`config.mk`:
```
export PLATFORM = sky130hd
export DESIGN_NAME = minimig_m68k_master
export DESIGN_NICKNAME = d
export VERILOG_FILES = /design/src/rtl/minimig_m68k_pkg.sv /design/src/rtl/minimig_m68k_sync.sv /design/src/rtl/minimig_m68k_master.sv
export SDC_FILE = /design/constraint.sdc
export NUM_CORES = 1
export LEC_CHECK = 0
export ABC_AREA = 1
export CORE_ASPECT_RATIO = 0.6
export CORE_UTILIZATION = 48
export CTS_CLUSTER_SIZE = 16
export DETAILED_ROUTE_END_ITERATION = 10
export PLACE_DENSITY = 0.86
export SLEW_MARGIN = 20
export SYNTH_ARGS = -nofsm -noshare
export SYNTH_HDL_FRONTEND = slang
export SYNTH_HIERARCHICAL = 1
export SYNTH_SLANG_ARGS = --single-unit
```
`constraint.sdc`:
```
create_clock -name clk -period 1.95 [get_ports clk]
set_input_delay 0.39 -clock clk [delete_from_list [all_inputs] [get_ports clk]]
set_output_delay 0.39 -clock clk [all_outputs]
set_load 0.01 [all_outputs]
```
`src/rtl/minimig_m68k_pkg.sv`:
```
// Shared types and constants for the Minimig 68000 bus master.
// The optional S4 timeout is built only when MINIMIG_M68K_MASTER_TIMEOUT_EN is defined.
package minimig_m68k_pkg;

    localparam int unsigned M68K_TIMEOUT_DEF = 255;
    localparam int unsigned M68K_TO_W        = 8;
    localparam int unsigned M68K_ADR_W       = 23;
    localparam int unsigned M68K_DAT_W       = 16;

    typedef enum logic [2:0] {
        ST_IDLE = 3'd0,
        ST_S2   = 3'd1,
        ST_S4   = 3'd2,
        ST_S6   = 3'd3,
        ST_S7   = 3'd4
    } m68k_state_e;

    // Request fields held for the duration of one bus cycle.
    typedef struct packed {
        logic                  we;
        logic [1:0]            bs;
        logic [M68K_DAT_W-1:0] wdat;
    } m68k_req_t;

endpackage

```
`src/rtl/minimig_m68k_sync.sv`:
```
// Single-stage input registers for the asynchronous _dtack/_berr bus responses.
module minimig_m68k_sync (
    input  logic clk,
    input  logic _reset,
    input  logic _dtack,
    input  logic _berr,
    output logic l_dtack,
    output logic l_berr
);

    // Reset to the negated level so a reset never looks like a bus response.
    always_ff @(posedge clk or negedge _reset) begin
        if (!_reset) begin
            l_dtack <= 1'b1;
            l_berr  <= 1'b1;
        end else begin
            l_dtack <= _dtack;
            l_berr  <= _berr;
        end
    end

endmodule

```
`src/rtl/minimig_m68k_master.sv`:
```
// 68000 bus master: turns a req/ack handshake into IDLE-S2-S4-S6-S7 bus cycles on clk7_en ticks.
// Define MINIMIG_M68K_MASTER_TIMEOUT_EN to add a bus-error timeout while waiting in S4.
module minimig_m68k_master
    import minimig_m68k_pkg::*;
#(
    parameter int unsigned TIMEOUT = M68K_TIMEOUT_DEF
) (
    input  logic        clk,
    input  logic        _reset,
    input  logic        clk7_en,
    input  logic        req,
    input  logic        req_we,
    input  logic [22:0] req_adr,
    input  logic [1:0]  req_bs,
    input  logic [15:0] req_wdat,
    output logic        req_ack,
    output logic        req_berr,
    output logic [15:0] req_rdat,
    output logic        _as,
    output logic        _uds,
    output logic        _lds,
    output logic        r_w,
    output logic [22:0] address,
    output logic [15:0] data_out,
    output logic        data_oe,
    input  logic [15:0] data_in,
    input  logic        _dtack,
    input  logic        _berr
);

    if (TIMEOUT == 0 || TIMEOUT >= (1 << M68K_TO_W)) begin : g_timeout_range
        $error("TIMEOUT must fit the timeout counter and be non-zero");
    end

    m68k_state_e state_q;
    m68k_req_t   cur_q;
    logic        berr_flag_q;
    logic        l_dtack;
    logic        l_berr;
    logic        to_hit;

    minimig_m68k_sync u_sync (
        .clk     (clk),
        ._reset  (_reset),
        ._dtack  (_dtack),
        ._berr   (_berr),
        .l_dtack (l_dtack),
        .l_berr  (l_berr)
    );

`ifdef MINIMIG_M68K_MASTER_TIMEOUT_EN
    logic [M68K_TO_W-1:0] to_cnt_q;

    // to_hit marks the TIMEOUT-th S4 tick without a bus response.
    assign to_hit = ((M68K_TO_W+1)'(to_cnt_q) + (M68K_TO_W+1)'(1)) >= (M68K_TO_W+1)'(TIMEOUT);

    always_ff @(posedge clk or negedge _reset) begin
        if (!_reset) begin
            to_cnt_q <= '0;
        end else if (clk7_en) begin
            if (state_q == ST_S4 && l_berr && l_dtack && !to_hit) begin
                to_cnt_q <= to_cnt_q + M68K_TO_W'(1);
            end else begin
                to_cnt_q <= '0;
            end
        end
    end
`else
    assign to_hit = 1'b0;
`endif

    // Bus cycle sequencer; every output is a register updated on clk7_en ticks.
    always_ff @(posedge clk or negedge _reset) begin
        if (!_reset) begin
            state_q     <= ST_IDLE;
            cur_q       <= '0;
            berr_flag_q <= 1'b0;
            address     <= '0;
            r_w         <= 1'b1;
            _as         <= 1'b1;
            _uds        <= 1'b1;
            _lds        <= 1'b1;
            data_oe     <= 1'b0;
            data_out    <= '0;
            req_ack     <= 1'b0;
            req_berr    <= 1'b0;
            req_rdat    <= '0;
        end else begin
            req_ack  <= 1'b0;
            req_berr <= 1'b0;
            if (clk7_en) begin
                unique case (state_q)
                    ST_IDLE: begin
                        if (req && !req_ack) begin
                            cur_q   <= '{we: req_we, bs: req_bs, wdat: req_wdat};
                            address <= req_adr;
                            r_w     <= !req_we;
                            state_q <= ST_S2;
                        end
                    end
                    ST_S2: begin
                        // Data strobes of either direction land together with _as on S4 entry.
                        _as  <= 1'b0;
                        _uds <= !cur_q.bs[1];
                        _lds <= !cur_q.bs[0];
                        if (cur_q.we) begin
                            data_oe  <= 1'b1;
                            data_out <= cur_q.wdat;
                        end
                        state_q <= ST_S4;
                    end
                    ST_S4: begin
                        if (!l_berr || (l_dtack && to_hit)) begin
                            berr_flag_q <= 1'b1;
                            state_q     <= ST_S7;
                        end else if (!l_dtack) begin
                            state_q <= ST_S6;
                        end
                    end
                    ST_S6: begin
                        if (!cur_q.we) begin
                            req_rdat <= data_in;
                        end
                        state_q <= ST_S7;
                    end
                    ST_S7: begin
                        _as         <= 1'b1;
                        _uds        <= 1'b1;
                        _lds        <= 1'b1;
                        data_oe     <= 1'b0;
                        r_w         <= 1'b1;
                        req_ack     <= 1'b1;
                        req_berr    <= berr_flag_q;
                        berr_flag_q <= 1'b0;
                        state_q     <= ST_IDLE;
                    end
                    default: begin
                        state_q <= ST_IDLE;
                    end
                endcase
            end
        end
    end

endmodule

```
==> results by group <==
Worst setup path
  – Critical path capture point type: output port
  – Cell Chain, Critical Path: clkdlybuf4s50_1
  – Data arrival, critical path: ~1.4 ns
  – CP bufs+invs: 1
  – RR Startpoint: state_q[1]
  – FF-to-FF End: data_out[13]
  – Cell family with most CP delay: flip-flops
  – Worst-path fanout max: 2
  – Critical Path Max Stage Delay: 0.54 ns
  – Slowest CP cell: dfstp_2
  – WP data required: between 1.5 and 2 ns
  – Reg2Reg Setup Slack: between 0.4 and 0.5 ns
  – Nature of the critical path startpoint: register
  – Crit path kind: reg -> out
  – Worst reg2reg path depth: 6

Pwr
  – Final total power: 8144 uW
  – Clock power share: between 20 and 25%
  – Switching Share: between 30% and 40%
  – Int Pwr: 5483 uW
  – Peak supply drop: approximately 0.00084 V
  – Leakage: ~0.0024 uW
  – PD cells: 1590 nW/um^2
  – Reg power frac: roughly two fifths
  – Net switching power: ~2700 uW
  – Comb pwr share: 38.1%

Synthesis
  – Mapped Cells: 369
  – Synthesized area per cell: roughly 9.4 sq um
  – Sequential-to-total area share from yosys stat: a little over three fifths
  – Cell area after synthesis: 3452 sq um
  – YS warnings: 6
  – Largest cells by area after synthesis: dfrtp_1, nand2_1, o21ai_0
  – Yosys cell types: 21
  – Synth top area share: 58.72%
  – Yosys reg bits: slightly below 90
  – Syn_nets: around 430
  – Leading area contributor after synthesis: dfrtp_1

Clocking
  – Post-CTS setup buffers: 0
  – Sink Count: 87
  – Cts hold-fix bufs: 1
  – Number of CTS-inserted buffers: 9
  – CTS tree: built
  – Max Root-Sink Buffers: 2
  – Reg clk slew, reported paths: 0.07 ns
  – H-tree levels: 3
  – Clock Latency Late Sink: 0.33 ns
  – Post-CTS Resized: 0
  – CTS root buf: clkbuf_16

Layout
  – Nets: about 560
  – Fillers: just under 500
  – Share of layout cells above drive strength 1: roughly 7.4%
  – Inserted Diodes: 0
  – Most frequent cells in the layout: clkdlybuf4s50_1, nand2_1, dfrtp_1
  – Design area: 5122 sq um
  – Area Overhead vs Synth: 48.39%
  – Commonest non-fill, non-tap cell in the layout: clkdlybuf4s50_1

Floorplanning
  – Row count: 23
  – Boundary Pins: between 100 and 150
  – Die H: slightly below 70 um
  – DIE WIDTH: 111.5 um
  – Starting Density: between 50% and 60%
  – Core footprint: ~6800 sq um
  – Die area: roughly 7500 sq um

Detailed routing
  – Routed len/inst: approximately 13 um
  – Final wirelength: 7947 um
  – Number of DRC markers in iteration 0: ~120
  – Vias: approximately 2800
  – Avg Vias per Cell: between 4 and 5
  – Routed Antenna Nets: 0
  – Number of remaining DRC errors: 6
  – DR pass1 iterations: 7

Worst hold path
  – HP Class: in -> async

Place
  – DP Worst Slack: between 0.06 and 0.07 ns
  – Port Buffers: roughly 130
  – Hpwl dp: 5678 um
  – Area of placed instances: approximately 4800 sq um
  – Gpl congestion: 0.8186

Timing
  – Slew HR: between 70% and 80%
  – Hold slack: around 0.46 ns
  – F_max: between 500 and 600 MHz
  – Setup slack after layout: between 0.1 and 0.15 ns
  – Setup Skew: around 0.0064 ns
  – RSZ-0062 raised after global routing: false
  – Slew Viols, Final: 0
  – Sum Neg Setup Slack: 0 ns
  – Min Tclk post-route: 1.805 ns
  – Final Hold Vio Count: 0
  – Fin crit share: about 93%
  – Slew @ Worst Pin: between 0.3 and 0.4 ns
  – Final setup vio count: 0

GRT
  – Vias in the first global route: approximately 2700
  – First-pass GRT wire length: about 13000 um
  – Largest net degree at the start of global routing: 65
  – Initial antenna violation count: 0
  – Gr ovfl total: 0
  – Global Route Usage Sum: 22.62%

Run status
  – Violated checks: design-rule violations
  – Outcome: finished, violations left

Flow run
  – Max-cap violations: 0
## per-stage QoR
stage,instances,utilization (%)
final,589,75.11
after global routing,589,75.11
after CTS,589,75.11
after detailed placement,572,70.15
after global placement,572,70.15
after floorplan,369,-
## worst max-delay path by stage
stage,start,to,slack [ns],cells after the start
after floorplan,state_q[0],address[22],0.66,6
after global placement,clk7_en,address[15],0.16,5
after detailed placement,clk7_en,address[2],0.06,6
after CTS,r_w,r_w,0.14,1
after global routing,r_w,r_w,0.10,1
final,r_w,r_w,0.15,1
## synthesized netlist by cell type
master,n
clkbuf_2,1
nand3_1,8
nor2_1,3
o21ai_1,24
inv_1,66
inv_2,2
nand2_2,1
clkbuf_1,3
nand3_2,1
o21ai_0,50
buf_2,4
buf_4,3
nand2_1,101
dfstp_2,6
nand4_1,5
buf_6,5
dfrtp_1,81
nor3_1,1
nor2_4,2
a21oi_1,1
nor3_4,1
## metal layers
metal,GRT usage [%],vias to the layer above,share of wire [%]
met5,0,-,0
met4,8.953,0,1.3
met3,9.066,9,10
met2,36.25,100,44
met1,27.98,1256,45
li1,-,1386,-
## kinds of logic (layout without fill, tap and decap cells)
logic type | after synthesis | count (layout) | synth area share (%)
DFF | 87 | 87 | 63.28
AOI/OAI and AO/OA | 75 | 75 | 10.87
and+or+nand+nor | 123 | 123 | 15.11
buffers and inverters | 84 | 217 | 10.73
## power by group through the flow
stage	clock [uW]	sequential (uW)	combinational [uW]
after floorplan	0	3420	1120
after global placement	0	3160	2990
after detailed placement	0	3180	3120
after CTS	1910	3180	3150
after global routing	1980	3280	3430
final	1860	3180	3100
## registers in the layout, summed over array words and instances, names as in the netlist, 3 cells and up
signal,flops
req_rdat,16
address,23
state_q,3
cur_q,19
data_out,16
## area by class of cell
type,count,area [sq um],share of cell area [%]
clock buffer,9,225.2,4.397
clock inverter,7,102.6,2.003
inverter,68,255.2,4.983
multi-input combinational,198,897.1,17.51
sequential,87,2185,42.65
tap,87,108.9,2.125
timing repair buffer,133,1349,26.33
Power figures use the tool's default switching activity.
==> RTL change 1: new RTL, same settings <==
Register the output `req_berr` once more; this adds one clock of latency there. The other outputs are not delayed to match.
--- a/src/rtl/minimig_m68k_master.sv
+++ b/src/rtl/minimig_m68k_master.sv
@@ -28,4 +28,6 @@
     input  logic        _berr
 );
+
+    logic req_berr_s0;
 
     if (TIMEOUT == 0 || TIMEOUT >= (1 << M68K_TO_W)) begin : g_timeout_range
@@ -84,9 +86,9 @@
             data_out    <= '0;
             req_ack     <= 1'b0;
-            req_berr    <= 1'b0;
+            req_berr_s0 <= 1'b0;
             req_rdat    <= '0;
         end else begin
             req_ack  <= 1'b0;
-            req_berr <= 1'b0;
+            req_berr_s0 <= 1'b0;
             if (clk7_en) begin
                 unique case (state_q)
@@ -131,5 +133,5 @@
                         r_w         <= 1'b1;
                         req_ack     <= 1'b1;
-                        req_berr    <= berr_flag_q;
+                        req_berr_s0 <= berr_flag_q;
                         berr_flag_q <= 1'b0;
                         state_q     <= ST_IDLE;
@@ -143,4 +145,8 @@
     end
 
+    always_ff @(posedge clk) begin
+        req_berr <= req_berr_s0;
+    end
+
 endmodule
 
Function: changed (Yosys sat finds a counterexample within 10 cycles, from zero or initial values and one cycle with _reset low).
==> RTL change 1 against the original RTL <==
  * The flow still finishes with violations (DRC)
  * Critical endpoint is now _as
  * Sequential cell count increased by 1
  * Area after synthesis increased by 0.62%
  * Setup slack improved by 0.0062 ns
  * Cell area about the same
  * Via count increased by 3.9%
  * First-iteration DRC count increased by 75%
  * Routed wire length increased by 4.7%
  * Power decreased by 0.19%
==> RTL change 1: results (changes against the original RTL) <==
[placed_design]
number_of_cells_in_the_design_after_placement=573  ; was 572
placement.setup.worst_slack_ns=0.197  ; was 0.0637 ns

[cells_and_area]
clock_buffers=13  ; was 9
bufAreaShareNonClock=0.261  ; was 0.263
post_route_cells_drive_above_1_share=0.0676  ; was 0.0737
filler_cell_count=480  ; was 482
sequential_cell_area_um2=2200  ; was 2180 µm²
multi_input_gates=197  ; was 198

[synth]
postSynth.asyncResetShare=0.989  ; was 1.00
synthTopCellsByArea=sky130_fd_sc_hd__dfrtp_1 (58%), sky130_fd_sc_hd__nand2_1 (11%), sky130_fd_sc_hd__inv_1 (7.2%), sky130_fd_sc_hd__o21ai_0 (7.2%), sky130_fd_sc_hd__dfstp_2 (4.5%)  ; was sky130_fd_sc_hd__dfrtp_1 (59%), sky130_fd_sc_hd__nand2_1 (11%), sky130_fd_sc_hd__o21ai_0 (7.2%), sky130_fd_sc_hd__inv_1 (7.2%), sky130_fd_sc_hd__dfstp_2 (4.6%)
synth-compound-area-share=0.110  ; was 0.109
synth_area_um2=3470  ; was 3450 µm²

[grt]
global_route.usage.met3=0.0771  ; was 0.0907
wire_length_of_the_first_global_routing_pass_um=13400  ; was 12800 µm
global_route.usage.met1=0.297  ; was 0.280
use_met2=0.387  ; was 0.363
grt_util_all_layers=0.237  ; was 0.226

[outcome]
outcome=finished, violations left  ; unchanged
violated_checks=DRC  ; unchanged

[routing]
length_of_the_first_detailed_routing_pass_in_iterations=11  ; was 7
drt_drc=9  ; was 6
drt_wl_total_um=8320  ; was 7950 µm

[sta]
max_slew.worst_pin.slew_ns=0.350  ; was 0.314 ns
worst_clock_skew_ns=0.0105  ; was 0.00635 ns

[power]
ir_drop_uv=1060  ; was 836 µV
cellLeakagePower_nw=2.41  ; was 2.42 nW

RTL change 1: path summary, 6_finish.rpt:
kind / start / end / cells after the start
min in group asynchronous: _reset / data_out[11] / 2
max in group asynchronous: _reset / r_w / 3
setup / recovery: _as / _as / 1
setup reg to reg: state_q[1] / data_out[0] / 7
hold / removal: req_berr_s0 / req_berr / 0
hold reg to reg: req_berr_s0 / req_berr / 0
RTL change 1: routing by layer:
layer | share of wire | up-vias
li1 | - | 1394
met1 | 0.44 | 1359
met2 | 0.48 | 89
met3 | 0.062 | 17
met4 | 0.021 | 0
met5 | 0 | -
RTL change 1: where the power goes:
| part | leakage (nW) | total, mW | switching (mW) | internal, mW |
|---|---|---|---|---|
| Combinational | 1.18 | 3.12 | 1.47 | 1.64 |
| Clock | 0.150 | 1.82 | 0.666 | 1.16 |
| Sequential | 1.08 | 3.19 | 0.471 | 2.72 |
| Total | 2.41 | 8.13 | 2.61 | 5.52 |
==> RTL change 2: new RTL, config.mk and constraints unchanged <==
Without the edit above. Add a define of `MINIMIG_M68K_MASTER_TIMEOUT_EN`.
--- a/src/rtl/minimig_m68k_master.sv
+++ b/src/rtl/minimig_m68k_master.sv
@@ -1,4 +1,6 @@
 // 68000 bus master: turns a req/ack handshake into IDLE-S2-S4-S6-S7 bus cycles on clk7_en ticks.
 // Define MINIMIG_M68K_MASTER_TIMEOUT_EN to add a bus-error timeout while waiting in S4.
+`define MINIMIG_M68K_MASTER_TIMEOUT_EN
+
 module minimig_m68k_master
     import minimig_m68k_pkg::*;
Behaviour: no difference found for any inputs over 4 cycles, from zero or initial values and one cycle with _reset low; that may be too few to reach the edited logic, so the function may still have changed.
==> RTL change 2 against the original RTL <==
  * Routed wire length up 18%
  * Cell area grew 12%
  * Setup slack better by 0.00055 ns
  * Clock power fell by 9%
  * Area after synthesis rose by 16%
  * Sequential cell count increased by 8
  * Power shrank 0.27%
  * Utilization down 3.3 points
  * Critical path type is now reg -> reg
  * Critical endpoint is now berr_flag_q
==> RTL change 2: results (changes against the original RTL) <==
[worst_setup_path]
worst_ep_arrival_time_ns=2.03  ; was 1.41 ns
r2r_cells=14  ; was 6
max_stage_delay_ns=0.45  ; was 0.54 ns
path_max_fanout=6  ; was 2
timing.critical_path.max_delay_family=simple AND/OR/NAND/NOR gates  ; was flip-flops
worst_path_max_delay_cell=sky130_fd_sc_hd__dfrtp_2  ; was sky130_fd_sc_hd__dfstp_2

[grt]
wire_length_of_the_first_global_routing_pass_um=14700  ; was 12800 µm
vias_in_the_first_global_route=3031  ; was 2728
grt_util_all_layers=0.225  ; was 0.226

[outcome]
outcome=complete, no violations  ; was finished, violations left

[placed_design]
number_of_cells_in_the_design_after_placement=625  ; was 572
detailed_place.area_um2=5370  ; was 4780 µm²
gp_congestion=0.789  ; was 0.819

[sta]
achievable-frequency_mhz=554  ; about the same
hold_ws_ns=0.0112  ; was 0.458 ns

[power]
pwr.group.sequential_mw=3.34  ; was 3.18 mW
ir_drop_uv=693  ; was 836 µV
pg_comb_mw=3.09  ; was 3.10 mW

[synth]
mappedNetlistNets=461  ; was 433
synth-compound-area-share=0.0232  ; was 0.109
synth_commonest_cells=sky130_fd_sc_hd__nand2_1 (163), sky130_fd_sc_hd__dfrtp_1 (89), sky130_fd_sc_hd__mux2_2 (32)  ; was sky130_fd_sc_hd__nand2_1 (101), sky130_fd_sc_hd__dfrtp_1 (81), sky130_fd_sc_hd__inv_1 (66)
cell_count_after_synthesis=395  ; was 369
post_synth_mux_area_share=0.0903  ; was 0
synthTopCellsByArea=sky130_fd_sc_hd__dfrtp_1 (56%), sky130_fd_sc_hd__nand2_1 (15%), sky130_fd_sc_hd__mux2_2 (9.0%), sky130_fd_sc_hd__dfstp_2 (3.9%), sky130_fd_sc_hd__buf_6 (2.3%)  ; was sky130_fd_sc_hd__dfrtp_1 (59%), sky130_fd_sc_hd__nand2_1 (11%), sky130_fd_sc_hd__o21ai_0 (7.2%), sky130_fd_sc_hd__inv_1 (7.2%), sky130_fd_sc_hd__dfstp_2 (4.6%)

[cells_and_area]
post_layout_nonfiller_instances=643  ; was 589
final_nets=596  ; was 561

[routing]
drt_iter0_drc=148  ; was 117
via_per_inst=4.95  ; was 4.67
detail_route.wl_per_cell_um=14.5  ; was 13.5 µm

## RTL change 2: cell count changes in the layout (fill, tap and decap cells not counted), moves of 9 or more
cell,unedited run,this run
sky130_fd_sc_hd__inv_1,66,22
sky130_fd_sc_hd__mux2_2,0,32
sky130_fd_sc_hd__nand2_1,101,160
sky130_fd_sc_hd__nand2_2,1,10
sky130_fd_sc_hd__o21ai_0,50,4
sky130_fd_sc_hd__o21ai_1,24,1
## RTL change 2: layout make-up
cell class	count	area [µm²]
well taps	108	135
inverters	28	108
clock inverters	3	23.8
fillers	565	2250
multi-input cells	260	1430
flip-flops and latches	95	2390
repair buffers	136	1370
clock buffers	13	270
## RTL change 2: timing repair
item / in CTS / in global routing
hold buffers: 0 / 0
setup endpoints to repair: 0 / 4
hold endpoints to repair: 0 / 0
resized for setup: 0 / 14
setup buffers: 0 / 2
## RTL change 2: metal layers
metal  wire (µm)  GRT usage  vias up
li1            -          -     1522
met1        4500      0.311     1539
met2        4200      0.347      111
met3         541     0.0664       13
met4         103     0.0681        0
met5           0          0        -
